==> src/rtl/fifo_arb_pkg.sv <==
// Shared types and helpers for the round-robin FIFO drain arbiter.
package fifo_arb_pkg;

    typedef enum logic {
        ST_IDLE  = 1'b0,
        ST_BURST = 1'b1
    } arb_state_t;

    // Width of an index into n items, never narrower than one bit.
    function automatic int idx_width(input int n);
        return (n <= 2) ? 1 : $clog2(n);
    endfunction

    // Words granted per burst: zero means one word, anything above max saturates.
    function automatic int clamp_burst(input int cfg, input int max);
        if (cfg == 0)
            return 1;
        if (cfg > max)
            return max;
        return cfg;
    endfunction

endpackage

==> src/rtl/fifo_rr_drain_arb_rr_pick.sv <==
// Combinational round-robin picker: first set request at or above base, with wrap.
module rr_pick #(
    parameter int N  = 4,
    parameter int IW = 2
) (
    input  logic [N-1:0]  req,
    input  logic [IW-1:0] base,
    output logic          found,
    output logic [IW-1:0] idx
);

    logic [2*N-1:0] dbl;
    logic [N-1:0]   rot;
    logic [IW:0]    off;
    logic [IW:0]    sum;

    // Rotate via a doubled vector, priority-search from bit 0, then undo the rotation.
    always_comb begin
        dbl   = {req, req};
        rot   = dbl[base +: N];
        found = 1'b0;
        off   = '0;
        for (int i = N - 1; i >= 0; i--) begin
            if (rot[i]) begin
                found = 1'b1;
                off   = (IW + 1)'(i);
            end
        end
        sum = {1'b0, base} + off;
        if (sum >= (IW + 1)'(N))
            sum = sum - (IW + 1)'(N);
        idx = sum[IW-1:0];
    end

endmodule

==> src/rtl/fifo_rr_drain_arb.sv <==
// Round-robin drain of NUM_SRC FWFT FIFOs into one registered valid/ready stream.
//
// state    | meaning
// ---------+---------------------------------------------------------------
// ST_IDLE  | arbitration cycle; grant the next non-empty source if enabled
// ST_BURST | popping the granted source until blen words or it runs empty
module fifo_rr_drain_arb
    import fifo_arb_pkg::*;
#(
    parameter int NUM_SRC    = 4,
    parameter int DATA_WIDTH = 16,
    parameter int BURST_MAX  = 8,
    localparam int BW        = $clog2(BURST_MAX + 1),
    localparam int IW        = idx_width(NUM_SRC)
) (
    input  logic                          clk,
    input  logic                          rst,
    input  logic                          enable,
    input  logic [BW-1:0]                 cfg_burst,
    input  logic [NUM_SRC-1:0]            src_empty,
    input  logic [NUM_SRC*DATA_WIDTH-1:0] src_dat,
    output logic [NUM_SRC-1:0]            src_rd_ena,
    output logic                          m_valid,
    input  logic                          m_ready,
    output logic [DATA_WIDTH-1:0]         m_dat,
    output logic [IW-1:0]                 m_src,
    output logic                          m_last,
    output logic                          busy,
    output logic [IW-1:0]                 gnt_id
);

    arb_state_t            state, state_nxt;
    logic [IW-1:0]         rr_ptr;
    logic [BW-1:0]         blen;
    logic [BW-1:0]         beat_cnt;
    logic [DATA_WIDTH-1:0] src_word [NUM_SRC];

    logic                  ld;
    logic                  cur_empty;
    logic                  last_beat;
    logic                  pop;
    logic                  grant;
    logic                  burst_end;
    logic                  pick_found;
    logic [IW-1:0]         pick_idx;
    logic [IW-1:0]         gnt_next;

    rr_pick #(
        .N  (NUM_SRC),
        .IW (IW)
    ) u_pick (
        .req   (~src_empty),
        .base  (rr_ptr),
        .found (pick_found),
        .idx   (pick_idx)
    );

    // Split the flat data bus into per-source words.
    always_comb begin
        for (int i = 0; i < NUM_SRC; i++)
            src_word[i] = src_dat[i*DATA_WIDTH +: DATA_WIDTH];
    end

    // Output-register handshake, pop strobe and burst bookkeeping.
    always_comb begin
        ld         = !m_valid || m_ready;
        cur_empty  = src_empty[gnt_id];
        last_beat  = (beat_cnt == blen - 1'b1);
        pop        = (state == ST_BURST) && ld && !cur_empty;
        gnt_next   = (int'(gnt_id) == NUM_SRC - 1) ? '0 : gnt_id + 1'b1;
        src_rd_ena = '0;
        if (pop)
            src_rd_ena[gnt_id] = 1'b1;
    end

    // Next-state logic; a burst ends on its final pop or when the source dries up.
    always_comb begin
        state_nxt = state;
        grant     = 1'b0;
        burst_end = 1'b0;
        case (state)
            ST_IDLE: begin
                if (enable && pick_found) begin
                    grant     = 1'b1;
                    state_nxt = ST_BURST;
                end
            end
            ST_BURST: begin
                if (ld && (cur_empty || last_beat)) begin
                    burst_end = 1'b1;
                    state_nxt = ST_IDLE;
                end
            end
            default: state_nxt = ST_IDLE;
        endcase
    end

    // State register.
    always_ff @(posedge clk or posedge rst) begin
        if (rst)
            state <= ST_IDLE;
        else
            state <= state_nxt;
    end

    // Grant, pointer and output-register updates.
    always_ff @(posedge clk or posedge rst) begin
        if (rst) begin
            rr_ptr   <= '0;
            gnt_id   <= '0;
            blen     <= '0;
            beat_cnt <= '0;
            m_valid  <= 1'b0;
            m_dat    <= '0;
            m_src    <= '0;
            m_last   <= 1'b0;
        end else begin
            if (grant) begin
                gnt_id   <= pick_idx;
                blen     <= BW'(clamp_burst(int'(cfg_burst), BURST_MAX));
                beat_cnt <= '0;
            end
            if (burst_end)
                rr_ptr <= gnt_next;
            if (pop) begin
                m_dat    <= src_word[gnt_id];
                m_src    <= gnt_id;
                m_valid  <= 1'b1;
                m_last   <= last_beat;
                beat_cnt <= beat_cnt + 1'b1;
            end else if (ld) begin
                m_valid <= 1'b0;
            end
        end
    end

    assign busy = (state == ST_BURST);

endmodule

==> config.mk <==
export PLATFORM = sky130hd
export DESIGN_NAME = fifo_rr_drain_arb
export DESIGN_NICKNAME = d
export VERILOG_FILES = /design/src/rtl/fifo_arb_pkg.sv /design/src/rtl/fifo_rr_drain_arb_rr_pick.sv /design/src/rtl/fifo_rr_drain_arb.sv
export SDC_FILE = /design/constraint.sdc
export NUM_CORES = 1
export LEC_CHECK = 0
export ABC_CLOCK_PERIOD_IN_PS = 1840
export CORE_MARGIN = 3
export CORE_UTILIZATION = 37
export CTS_CLUSTER_SIZE = 25
export DETAILED_ROUTE_END_ITERATION = 12
export GPL_TIMING_DRIVEN = 0
export PLACE_DENSITY = 0.77
export SLEW_MARGIN = 10
export SYNTH_ARGS = -nofsm -noshare
export SYNTH_HDL_FRONTEND = slang
export SYNTH_SLANG_ARGS = --single-unit
==> constraint.sdc <==
create_clock -name clk -period 1.84 [get_ports clk]
set_input_delay 0.184 -clock clk [delete_from_list [all_inputs] [get_ports clk]]
set_output_delay 0.184 -clock clk [all_outputs]
set_load 0.02 [all_outputs]
==> metrics.txt <==
outcome=finished, violations left; failing checks=setup timing; share of layout cells above drive strength 1=31.2%; H-tree levels=2; cell taking the most area after synthesis=dfrtp_1; Final nets=about 370; layout filler cell count=around 430; Max VDD drop=0.789 mV; maximum clock insertion buffer count=2; Slew @ Worst Pin=675 ps; diode count=0; Critical Path RT=2010 ps; post-synthesis compound-gate area fraction=8.34%; largest net degree at the start of global routing=34; ys flop type=dfrtp_1; core area=between 5000 and 6000 µm²; Clock transition at path regs=70 ps; RSZ-0062 raised after global routing=true; post-synthesis cell type count=39; crit path time final=just over 2000 ps; Post-Synth XOR/XNOR Area=roughly 2.9%; gr ovfl total=0; Ports=roughly 100; die area=6660 µm²; antenna violations before repair=0; Ys Warns=0; total power=between 0.005 and 0.006 W; Synth area leaders=dfrtp_1, mux4_2, mux2_2; Area Growth Syn to Fin=65.8%; Critical Path Fanout Max=7; first-pass GRT wire length=about 9.1 mm; Leak=about 1.5 nW; Reg2Reg Capture Point=beat_cnt[3]$_DFFE_PP0P_; MaxCap Viol Count=0; Residual DRC=0; RR Startpoint=gnt_id[1]$_DFFE_PP0P_; Pre-Repair DR Iteration Count=4; clock sinks=33; crit path from=gnt_id[1]$_DFFE_PP0P_; EDFF count, synth=0; post-route ant nets=0; worst min path class=in -> async; final instance area=around 3500 µm²; share of the synthesized area in the top cell type=roughly two fifths; register bit count reported by yosys=33; startpoint types=flop; detailed placer's ending HPWL=~4.3 mm; Worst Clk Skew=5.74 ps; CP arrival=about 2200 ps; CTS tree=built; crit share post-route=111%; drt via density=around 5; final RePlAce weighted congestion=0.764; final core occ=between 60% and 70%; WS Path Type=reg -> reg; gr usage total=roughly 18%; CP endpoint=beat_cnt[3]$_DFFE_PP0P_; Synth Area per Inst=around 12 µm²; power density over the cells=~1600 nW/µm²; chip width=roughly 80 µm; Setup TNS=-3450 ps; Fmax=approximately 0.49 GHz; simple-gate area share of the yosys netlist=under 10%; number of global-route vias before repair=~1900; Placed Area=between 3000 and 4000 µm²; area of the multi-input gates=1270 µm²; DR vias=1856; cell area after synthesis=about 2100 µm²; crit end category=flop; Synth Instances=174; initial detailed-routing violation count=72; sequential area share after synthesis=39.1%; largest family of logic cells by synthesized area=multiplexers; buffers added on ports=about 100; CTS root buf=clkbuf_8; Initial Util=approximately two fifths; DR WL/cell=around 16 µm; fin. max-slew vios=0; Hold WS=316 ps; Storage cell area=827 µm²; Post-synth ARST share=100%; final-report hold violation count=0; Placement Rows=26; final wirelength=around 5.8 mm; Adder-Cell Fraction of Synth Area=just over 4%; post-synthesis mux area share=a little under a third; CTS buffer count=5; Worst R2R Setup Slack=-200 ps; worst-case reg-to-reg path depth=7; Chip Height=between 80 and 90 µm; final setup fails=23; Mapped Nets=approximately 260; Worst-Skew Late Latency=290 ps; Slew headroom=55.0%; fin worst setup slack=-200 ps
[flip-flops by register name (all words and copies together), names as in the netlist]
name and flops:
m_valid 1, m_last 1, gnt_id 2, m_src 2
busy 1, m_dat 16, beat_cnt 4, rr_ptr 2
blen 4
[synthesized netlist by cell type, types with 2 or more instances]
cell type and instances:
a211oi_1 2, nor2_1 8, nand3_1 3, mux2_4 2, o21ai_0 4, buf_4 2
mux2_1 3, nand4_1 3, o21ai_1 5, dfrtp_1 33, a21boi_0 4, mux2_2 17
nand2_1 16, and2_1 4, buf_1 3, mux4_2 17, xnor2_1 3, mux2i_1 2
inv_1 8, xor2_1 4, clkbuf_1 3, buf_6 3, ha_1 7, nand2b_1 2
a21oi_1 2
[how the worst min path moves through the flow]
stage	start	endpoint	slack, ps	cells past startpoint
2_1_floorplan	cfg_burst[3]	blen[0]$_DFFE_PP0P_	280	1
3_3_place_gp	m_dat[0]$_DFFE_PP0P_	m_dat[0]$_DFFE_PP0P_	470	1
3_5_place_dp	m_dat[9]$_DFFE_PP0P_	m_dat[9]$_DFFE_PP0P_	470	1
4_1_cts	src_empty[1]	busy$_DFF_PP0_	330	4
5_1_grt	rst	m_dat[3]$_DFFE_PP0P_	390	2
6_report	rst	m_dat[3]$_DFFE_PP0P_	320	2
[critical path: stages, from the launching register on]
cell	delay (ps)
dfrtp_2	400
mux4_2	560
buf_6	150
or3_4	360
buf_6	140
and2_4	150
o21ai_2	100
o21ai_1	70
[per-stage QoR]
stage / instances / setup WS (ps)
6_report: 362 / -200
5_1_grt: 362 / -272
4_1_cts: 361 / -232
3_5_place_dp: 343 / -1150
3_3_place_gp: 343 / -1140
2_1_floorplan: 174 / -163
[where the power goes]
group / internal (W) / leakage [nW] / switching (W) / total (W)
Combinational: 0.00202 / 1.01 / 0.00157 / 0.00358
Sequential: 0.00109 / 0.398 / 0.000284 / 0.00137
Clock: 0.000338 / 0.0542 / 0.000260 / 0.000598
[routing by layer]
metal | wire length (µm) | vias up | GRT usage [%]
met5 | 0 | - | 0
met4 | 84 | 0 | 5.98
met3 | 426 | 9 | 5.15
met2 | 2960 | 68 | 31.4
met1 | 2370 | 904 | 22.1
li1 | - | 875 | -
[logic make-up after synthesis]
group           Yosys count
compound gates           26
xor+xnor                  7
fa+ha+maj                 7
buf+inv                  20
flops                    33
mux                      41
simple gates             40
[final cells by class]
class / instances / share of cell area (%)
Tap cell: 70 / 2.50
Sequential cell: 33 / 23.6
Timing Repair Buffer: 110 / 30.9
Clock inverter: 1 / 0.143
Multi-Input combinational cell: 121 / 36.2
Buffer: 12 / 2.93
Inverter: 8 / 0.928
Clock buffer: 7 / 2.75
[cell usage in the layout, fill, tap and decap left out, types with 2 or more instances in the layout]
master / Yosys / routed
clkdlybuf4s50_1: 0 / 94
dfrtp_1: 33 / 32
mux4_2: 17 / 17
nand2_1: 16 / 15
mux2_2: 17 / 13
buf_4: 2 / 12
buf_6: 3 / 11
nor2_1: 8 / 8
mux2_4: 2 / 7
clkbuf_8: 0 / 7
inv_1: 8 / 6
ha_1: 7 / 6
and2_4: 1 / 5
o21ai_0: 4 / 4
a21boi_0: 4 / 4
nand4_1: 3 / 3
o21ai_1: 5 / 3
xnor2_1: 3 / 3
xor2_1: 4 / 3
nand3_1: 3 / 2
o21ai_2: 0 / 2
nand2b_1: 2 / 2
clkbuf_4: 0 / 2
a21oi_1: 2 / 2
mux2i_1: 2 / 2
mux2_1: 3 / 2
[timing repair]
action / 4_1_cts / 5_1_grt
setup buffers: 10 / 4
pin swaps: 7 / 4
gates resized for setup: 49 / 13
setup endpoints to repair: 30 / 29
hold buffers: 0 / 0
No activity file was read; power rests on OpenSTA's default activity.
